## config.mk

```make
export PLATFORM = sky130hd
export DESIGN_NAME = count_xor_scrambler_flat
export DESIGN_NICKNAME = d
export VERILOG_FILES = /design/src/rtl/count_xor_scrambler_pkg.sv /design/src/rtl/count_xor_scrambler_if.sv /design/src/rtl/count_xor_scrambler_step.sv /design/src/rtl/count_xor_scrambler.sv /design/src/flat_wrapper.sv
export SDC_FILE = /design/constraint.sdc
export NUM_CORES = 1
export LEC_CHECK = 0
export ABC_AREA = 1
export BUFFER_PORTS_ARGS = -buffer_cell sky130_fd_sc_hd__buf_2
export CELL_PAD_IN_SITES_DETAIL_PLACEMENT = 1
export CELL_PAD_IN_SITES_GLOBAL_PLACEMENT = 1
export CORE_MARGIN = 2
export CORE_UTILIZATION = 38
export CTS_CLUSTER_SIZE = 12
export DETAILED_ROUTE_END_ITERATION = 8
export PLACE_DENSITY_LB_ADDON = 0.1
export SYNTH_ARGS = -nofsm -noshare
export SYNTH_HDL_FRONTEND = slang
export SYNTH_SLANG_ARGS = --single-unit
```

## constraint.sdc

```tcl
create_clock -name clk -period 2.6 [get_ports clk]
set_input_delay 0.26 -clock clk [delete_from_list [all_inputs] [get_ports clk]]
set_output_delay 0.26 -clock clk [all_outputs]
set_load 0.005 [all_outputs]
```

## src/rtl/count_xor_scrambler_pkg.sv

```systemverilog
// Shared types for the count XOR scrambler: count mode encoding and its width.
package count_xor_pkg;

  localparam int COUNT_MODE_W = 2;

  typedef enum logic [COUNT_MODE_W-1:0] {
    MODE_MSB  = 2'b00,
    MODE_UP   = 2'b01,
    MODE_DOWN = 2'b10,
    MODE_HOLD = 2'b11
  } count_mode_t;

endpackage

```

## src/rtl/count_xor_scrambler_if.sv

```systemverilog
// Producer/consumer valid-ready stream bundle for the scrambler.
// COUNT_XOR_SCRAMBLER_PARITY_EN adds the out_parity signal.
interface count_xor_scrambler_if #(
  parameter int WIDTH = 8
);
  logic             in_valid;
  logic             in_ready;
  logic [WIDTH-1:0] in_data;
  logic             out_valid;
  logic             out_ready;
  logic [WIDTH-1:0] out_data;
  logic             out_event;
`ifdef COUNT_XOR_SCRAMBLER_PARITY_EN
  logic             out_parity;

  modport slave (
    input  in_valid, in_data, out_ready,
    output in_ready, out_valid, out_data, out_event, out_parity
  );
  modport master (
    output in_valid, in_data, out_ready,
    input  in_ready, out_valid, out_data, out_event, out_parity
  );
`else
  modport slave (
    input  in_valid, in_data, out_ready,
    output in_ready, out_valid, out_data, out_event
  );
  modport master (
    output in_valid, in_data, out_ready,
    input  in_ready, out_valid, out_data, out_event
  );
`endif
endinterface

```

## src/rtl/count_xor_scrambler_step.sv

```systemverilog
// Combinational count stepper: +/-STEP in WIDTH+1 bits, wrapping or clamping.
// evt flags a carry/borrow (wrap) or a clamp (saturate); hold yields no event.
module count_step_unit #(
  parameter int WIDTH    = 8,
  parameter int STEP     = 1,
  parameter int SATURATE = 0
) (
  input  logic [WIDTH-1:0] count,
  input  logic             up,
  input  logic             hold,
  output logic [WIDTH-1:0] next_count,
  output logic             evt
);

  localparam logic [WIDTH:0]   STEP_X = (WIDTH+1)'(STEP);
  localparam logic [WIDTH-1:0] MAX_V  = '1;

  logic [WIDTH:0] sum;
  logic [WIDTH:0] diff;

  always_comb begin
    sum        = {1'b0, count} + STEP_X;
    diff       = {1'b0, count} - STEP_X;
    next_count = count;
    evt        = 1'b0;
    if (!hold) begin
      if (up) begin
        evt        = sum[WIDTH];
        next_count = (SATURATE != 0 && sum[WIDTH]) ? MAX_V : sum[WIDTH-1:0];
      end else begin
        // top bit of the widened difference is the borrow
        evt        = diff[WIDTH];
        next_count = (SATURATE != 0 && diff[WIDTH]) ? '0 : diff[WIDTH-1:0];
      end
    end
  end

endmodule

```

## src/rtl/count_xor_scrambler.sv

```systemverilog
// XORs each accepted word with a running count; 1-cycle registered output, no skid.
// COUNT_XOR_SCRAMBLER_PARITY_EN adds a registered even-parity bit of out_data.
module count_xor_scrambler
  import count_xor_pkg::*;
#(
  parameter int WIDTH    = 8,
  parameter int STEP     = 1,
  parameter int SATURATE = 0
) (
  input  logic                    clk,
  input  logic                    clear,
  input  logic [COUNT_MODE_W-1:0] mode,
  input  logic                    load,
  input  logic [WIDTH-1:0]        load_value,
  output logic [WIDTH-1:0]        count_q,
  count_xor_scrambler_if.slave    bus
);

  count_mode_t      mode_e;
  logic             accept;
  logic             step_up;
  logic             step_hold;
  logic [WIDTH-1:0] step_next;
  logic             step_evt;

  logic [WIDTH-1:0] count_d;
  logic             out_valid_q, out_valid_d;
  logic [WIDTH-1:0] out_data_q,  out_data_d;
  logic             out_event_q, out_event_d;
`ifdef COUNT_XOR_SCRAMBLER_PARITY_EN
  logic             out_parity_q, out_parity_d;
`endif

  assign mode_e      = count_mode_t'(mode);
  assign bus.in_ready = !out_valid_q || bus.out_ready;
  assign accept      = bus.in_valid && bus.in_ready;

  always_comb begin
    step_up   = 1'b0;
    step_hold = 1'b0;
    case (mode_e)
      MODE_MSB:  step_up   = bus.in_data[WIDTH-1];
      MODE_UP:   step_up   = 1'b1;
      MODE_DOWN: step_up   = 1'b0;
      MODE_HOLD: step_hold = 1'b1;
      default:   step_hold = 1'b1;
    endcase
  end

  count_step_unit #(
    .WIDTH    (WIDTH),
    .STEP     (STEP),
    .SATURATE (SATURATE)
  ) u_step (
    .count      (count_q),
    .up         (step_up),
    .hold       (step_hold),
    .next_count (step_next),
    .evt        (step_evt)
  );

  always_comb begin
    count_d     = count_q;
    out_valid_d = out_valid_q;
    out_data_d  = out_data_q;
    out_event_d = out_event_q;
`ifdef COUNT_XOR_SCRAMBLER_PARITY_EN
    out_parity_d = out_parity_q;
`endif
    // load overrides the step but the accepted word still sees the pre-load count
    if (load) begin
      count_d = load_value;
    end else if (accept) begin
      count_d = step_next;
    end
    if (accept) begin
      out_valid_d = 1'b1;
      out_data_d  = bus.in_data ^ count_q;
      out_event_d = load ? 1'b0 : step_evt;
`ifdef COUNT_XOR_SCRAMBLER_PARITY_EN
      out_parity_d = ^(bus.in_data ^ count_q);
`endif
    end else if (bus.out_ready) begin
      out_valid_d = 1'b0;
    end
  end

  always_ff @(posedge clk or posedge clear) begin
    if (clear) begin
      count_q     <= '0;
      out_valid_q <= 1'b0;
      out_data_q  <= '0;
      out_event_q <= 1'b0;
`ifdef COUNT_XOR_SCRAMBLER_PARITY_EN
      out_parity_q <= 1'b0;
`endif
    end else begin
      count_q     <= count_d;
      out_valid_q <= out_valid_d;
      out_data_q  <= out_data_d;
      out_event_q <= out_event_d;
`ifdef COUNT_XOR_SCRAMBLER_PARITY_EN
      out_parity_q <= out_parity_d;
`endif
    end
  end

  assign bus.out_valid = out_valid_q;
  assign bus.out_data  = out_data_q;
  assign bus.out_event = out_event_q;
`ifdef COUNT_XOR_SCRAMBLER_PARITY_EN
  assign bus.out_parity = out_parity_q;
`endif

endmodule

```

## src/flat_wrapper.sv

```systemverilog
// flat-port wrapper written by rule: the top's interface ports become plain ports
module count_xor_scrambler_flat import count_xor_pkg::*;
#(
  parameter int WIDTH    = 8,
  parameter int STEP     = 1,
  parameter int SATURATE = 0
)
  (clk, clear, mode, load, load_value, count_q, bus_in_valid, bus_in_data, bus_out_ready, bus_in_ready, bus_out_valid, bus_out_data, bus_out_event);
  count_xor_scrambler_if #(.WIDTH(WIDTH)) bus_i ();
  input  logic clk;
  input  logic clear;
  input  logic [COUNT_MODE_W-1:0] mode;
  input  logic load;
  input  logic [WIDTH-1:0] load_value;
  output logic [WIDTH-1:0] count_q;
  input wire logic [$bits(bus_i.in_valid)-1:0] bus_in_valid;
  input wire logic [$bits(bus_i.in_data)-1:0] bus_in_data;
  input wire logic [$bits(bus_i.out_ready)-1:0] bus_out_ready;
  output wire logic [$bits(bus_i.in_ready)-1:0] bus_in_ready;
  output wire logic [$bits(bus_i.out_valid)-1:0] bus_out_valid;
  output wire logic [$bits(bus_i.out_data)-1:0] bus_out_data;
  output wire logic [$bits(bus_i.out_event)-1:0] bus_out_event;
  assign bus_i.in_valid = bus_in_valid;
  assign bus_i.in_data = bus_in_data;
  assign bus_i.out_ready = bus_out_ready;
  assign bus_in_ready = bus_i.in_ready;
  assign bus_out_valid = bus_i.out_valid;
  assign bus_out_data = bus_i.out_data;
  assign bus_out_event = bus_i.out_event;
  count_xor_scrambler #(.WIDTH(WIDTH), .STEP(STEP), .SATURATE(SATURATE)) u_core (.clk(clk), .clear(clear), .mode(mode), .load(load), .load_value(load_value), .count_q(count_q), .bus(bus_i));
endmodule
```

==> flow_metrics.env <==
export IMPL_status="finished clean"
export IMPL_cts_root_buffer="clkbuf_4"
export IMPL_period_needed_ps=1560
export IMPL_fp_dieH_um=61.4
export IMPL_regToRegSetupSlack_ps=1040
export IMPL_hp_class="in2async"
export IMPL_fin_crit_sh_pct=60.0
export IMPL_path_clk_slew_ps=130
export IMPL_track_usage_pct=18.7
export IMPL_drt_first_pass_iters=4
export IMPL_wl_per_cell_um=12.8
export IMPL_seq_area_frac_synth_pct=36.0
export IMPL_grt_pass1_vias=1172
export IMPL_synth_area_um2=1250
export IMPL_synth_top_area_cell="dfrtp_1"
export IMPL_cp_arrival_ps=1780
export IMPL_first_iter_violations=35
export IMPL_io_pins=42
export IMPL_ys_ff_latch=18
export IMPL_setup_viol=0
export IMPL_yosys_warnings=0
export IMPL_cpPeakStageDelay_ps=570
export IMPL_dpl_hpwl_um=2430
export IMPL_crit_slowest_cell="dfrtp_1"
export IMPL_finalHoldViolations=0
export IMPL_wl_um=3180
export IMPL_worst_setup_path_start_kind="register"
export IMPL_antenna_cells=0
export IMPL_path_common_cell="nand2_1"
export IMPL_r2r_cells=10
export IMPL_die_w_um=61.4
export IMPL_dp_worst_setup_slack_ps=1070
export IMPL_syn_instance_count=166
export IMPL_vdd_drop_max_v=0.000433
export IMPL_area_delta_synth_final_pct=19.4
export IMPL_power_per_cell_area_nw_per_um2=536
export IMPL_slew_viol_final=0
export IMPL_gp_congestion=0.782
export IMPL_syn_avg_cell_area_um2=7.54
export IMPL_grt_pass1_wl_um=5170
export IMPL_via_per_inst=4.75
export IMPL_synth_top_area_share_pct=36.0
export IMPL_grt_max_degree=19
export IMPL_total_leakage_power_nw=0.772
export IMPL_finClkSkew_ps=15.7
export IMPL_core_um2=3100
export IMPL_die_area_um2=3770
export IMPL_reg2reg_from="u_core.count_q[1]"
export IMPL_synth_cell_types=23
export IMPL_postCtsSetupBuffers=0
export IMPL_fmax_mhz=641
export IMPL_drcViolationCount=0
export IMPL_crit_required_ps=2820
export IMPL_fin_nets=230
export IMPL_clock_sinks=18
export IMPL_vias=1179
export IMPL_cts_hold_buf=0
export IMPL_synth_nets=191
export IMPL_drive_above_1_share_pct=31.4
export IMPL_htree_levels=1
export IMPL_num_fill_cells=440
export IMPL_ctsResizeCount=0
export IMPL_maxCapViolCount=0
export IMPL_port_buffers=41
export IMPL_reg2reg_to="u_core.count_q[4]"
export IMPL_path_cells="inv_1 > ha_1 > inv_1 > nor2_4 > nand2_1 > nor2_1 > nor2_1 > nand2_1 > nand2_1 > o21ai_1"
export IMPL_endpoint_kind="register"
export IMPL_cp_max_fo=7
export IMPL_synth_area_leaders="dfrtp_1, nand2_1, xnor2_1"
export IMPL_grt_antenna_before_repair=0
export IMPL_grt_overflow_total=0
export IMPL_timing_final_ws_setup_ps=1040
export IMPL_clk_latency_ps=320
export IMPL_ant_nets=0
export IMPL_crit_type="reg2reg"
export IMPL_cts_tree="built"
export IMPL_rsz0062_at_grt="false"
export IMPL_num_rows=20
export IMPL_relSlewSlack_pct=53.5
export IMPL_cts_path_max_buffers=2
export IMPL_initial_utilization_pct=40.3
export IMPL_worstMarginPinSlew_ps=697
export IMPL_fin_tns_setup_ps=0
export IMPL_cts_buffers=3
synth_stat cells (all sizes together):
cell / n
nand2: 60
nor2: 15
nand3: 17
dfrtp: 18
inv: 19
a21oi: 2
ha: 2
xnor2: 9
nand4: 1
o21bai: 1
o21ai: 12
o22ai: 1
o211ai: 1
buf: 7
xor2: 1
layout make-up:
cell class,instances,area (µm²),share of cell area (%)
well taps,44,55.1,3.69
clock buffers,4,36.3,2.43
repair buffers,41,205,13.7
inverters,19,71.3,4.77
flip-flops and latches,18,450,30.2
multi-input cells,122,676,45.2
worst max-delay path: cells and delay by family (launching register included):
| kind | cells | cell delay (ps) |
|---|---|---|
| flip-flops | 1 | 570 |
| AND/OR/NAND/NOR | 6 | 450 |
| adder cells (fa/ha/maj) | 1 | 210 |
| buffers and inverters | 2 | 180 |
| AO/OA/AOI/OAI | 1 | 50 |
how the worst max path moves through the flow:
stage | from | to | slack [ps] | depth (start not counted)
4_1_cts | u_core.count_q[1] | u_core.count_q[4] | 1010 | 10
3_3_place_gp | u_core.count_q[1] | u_core.count_q[6] | 1080 | 8
3_5_place_dp | u_core.count_q[1] | u_core.count_q[4] | 1070 | 10
6_report | u_core.count_q[1] | u_core.count_q[4] | 1040 | 10
2_1_floorplan | u_core.count_q[1] | u_core.count_q[4] | 1250 | 10
5_1_grt | u_core.count_q[1] | u_core.count_q[4] | 880 | 10
report_power, final:
group | switching (mW) | internal, mW | total, mW
combinational | 0.128 | 0.109 | 0.237
sequential | 0.0565 | 0.320 | 0.376
clock | 0.103 | 0.0856 | 0.188
cell usage in the layout (no fill, tap or decap), types with 3 or more instances in the layout:
master and n:
inv_2 5, buf_2 41, nand2_1 59, dfrtp_1 18, clkbuf_4 3, inv_1 14
nor2_4 6, nor2_1 8, o21ai_1 10, nand3_1 14, xnor2_1 9
routing by layer:
metal	share of wire, %	vias to the layer above	track usage, %
met5	0	-	0
met3	5.4	4	4.62
met4	0.76	0	3.65
li1	-	596	-
met2	49	31	32.1
met1	44	548	24.0
logic make-up after synthesis:
group	synth area share, %
buffers and inverters	10.0
AOI/OAI and AO/OA	9.40
DFF	36.0
adders and majority gates	2.00
xor gates and xnor gates	7.00
and+or+nand+nor	35.6
registers in the layout, indices dropped and copies added (netlist names):
signal and cells:
u_core.bus.out_valid 1, u_core.count_q 8, u_core.bus.out_event 1, u_core.bus.out_data 8
stage by stage:
stage	util [%]	cells	instance area (µm²)	power (mW)	hold WS [ps]
global placement	47.0	244	1460	0.609	418
detailed placement	47.0	244	1460	0.623	420
floorplan	-	166	1250	0.537	199
global route	48.1	248	1490	0.859	78.5
CTS	48.1	248	1490	0.813	63.6
finish	48.1	248	1490	0.801	26.8
No activity file was read; power rests on OpenSTA's default activity.
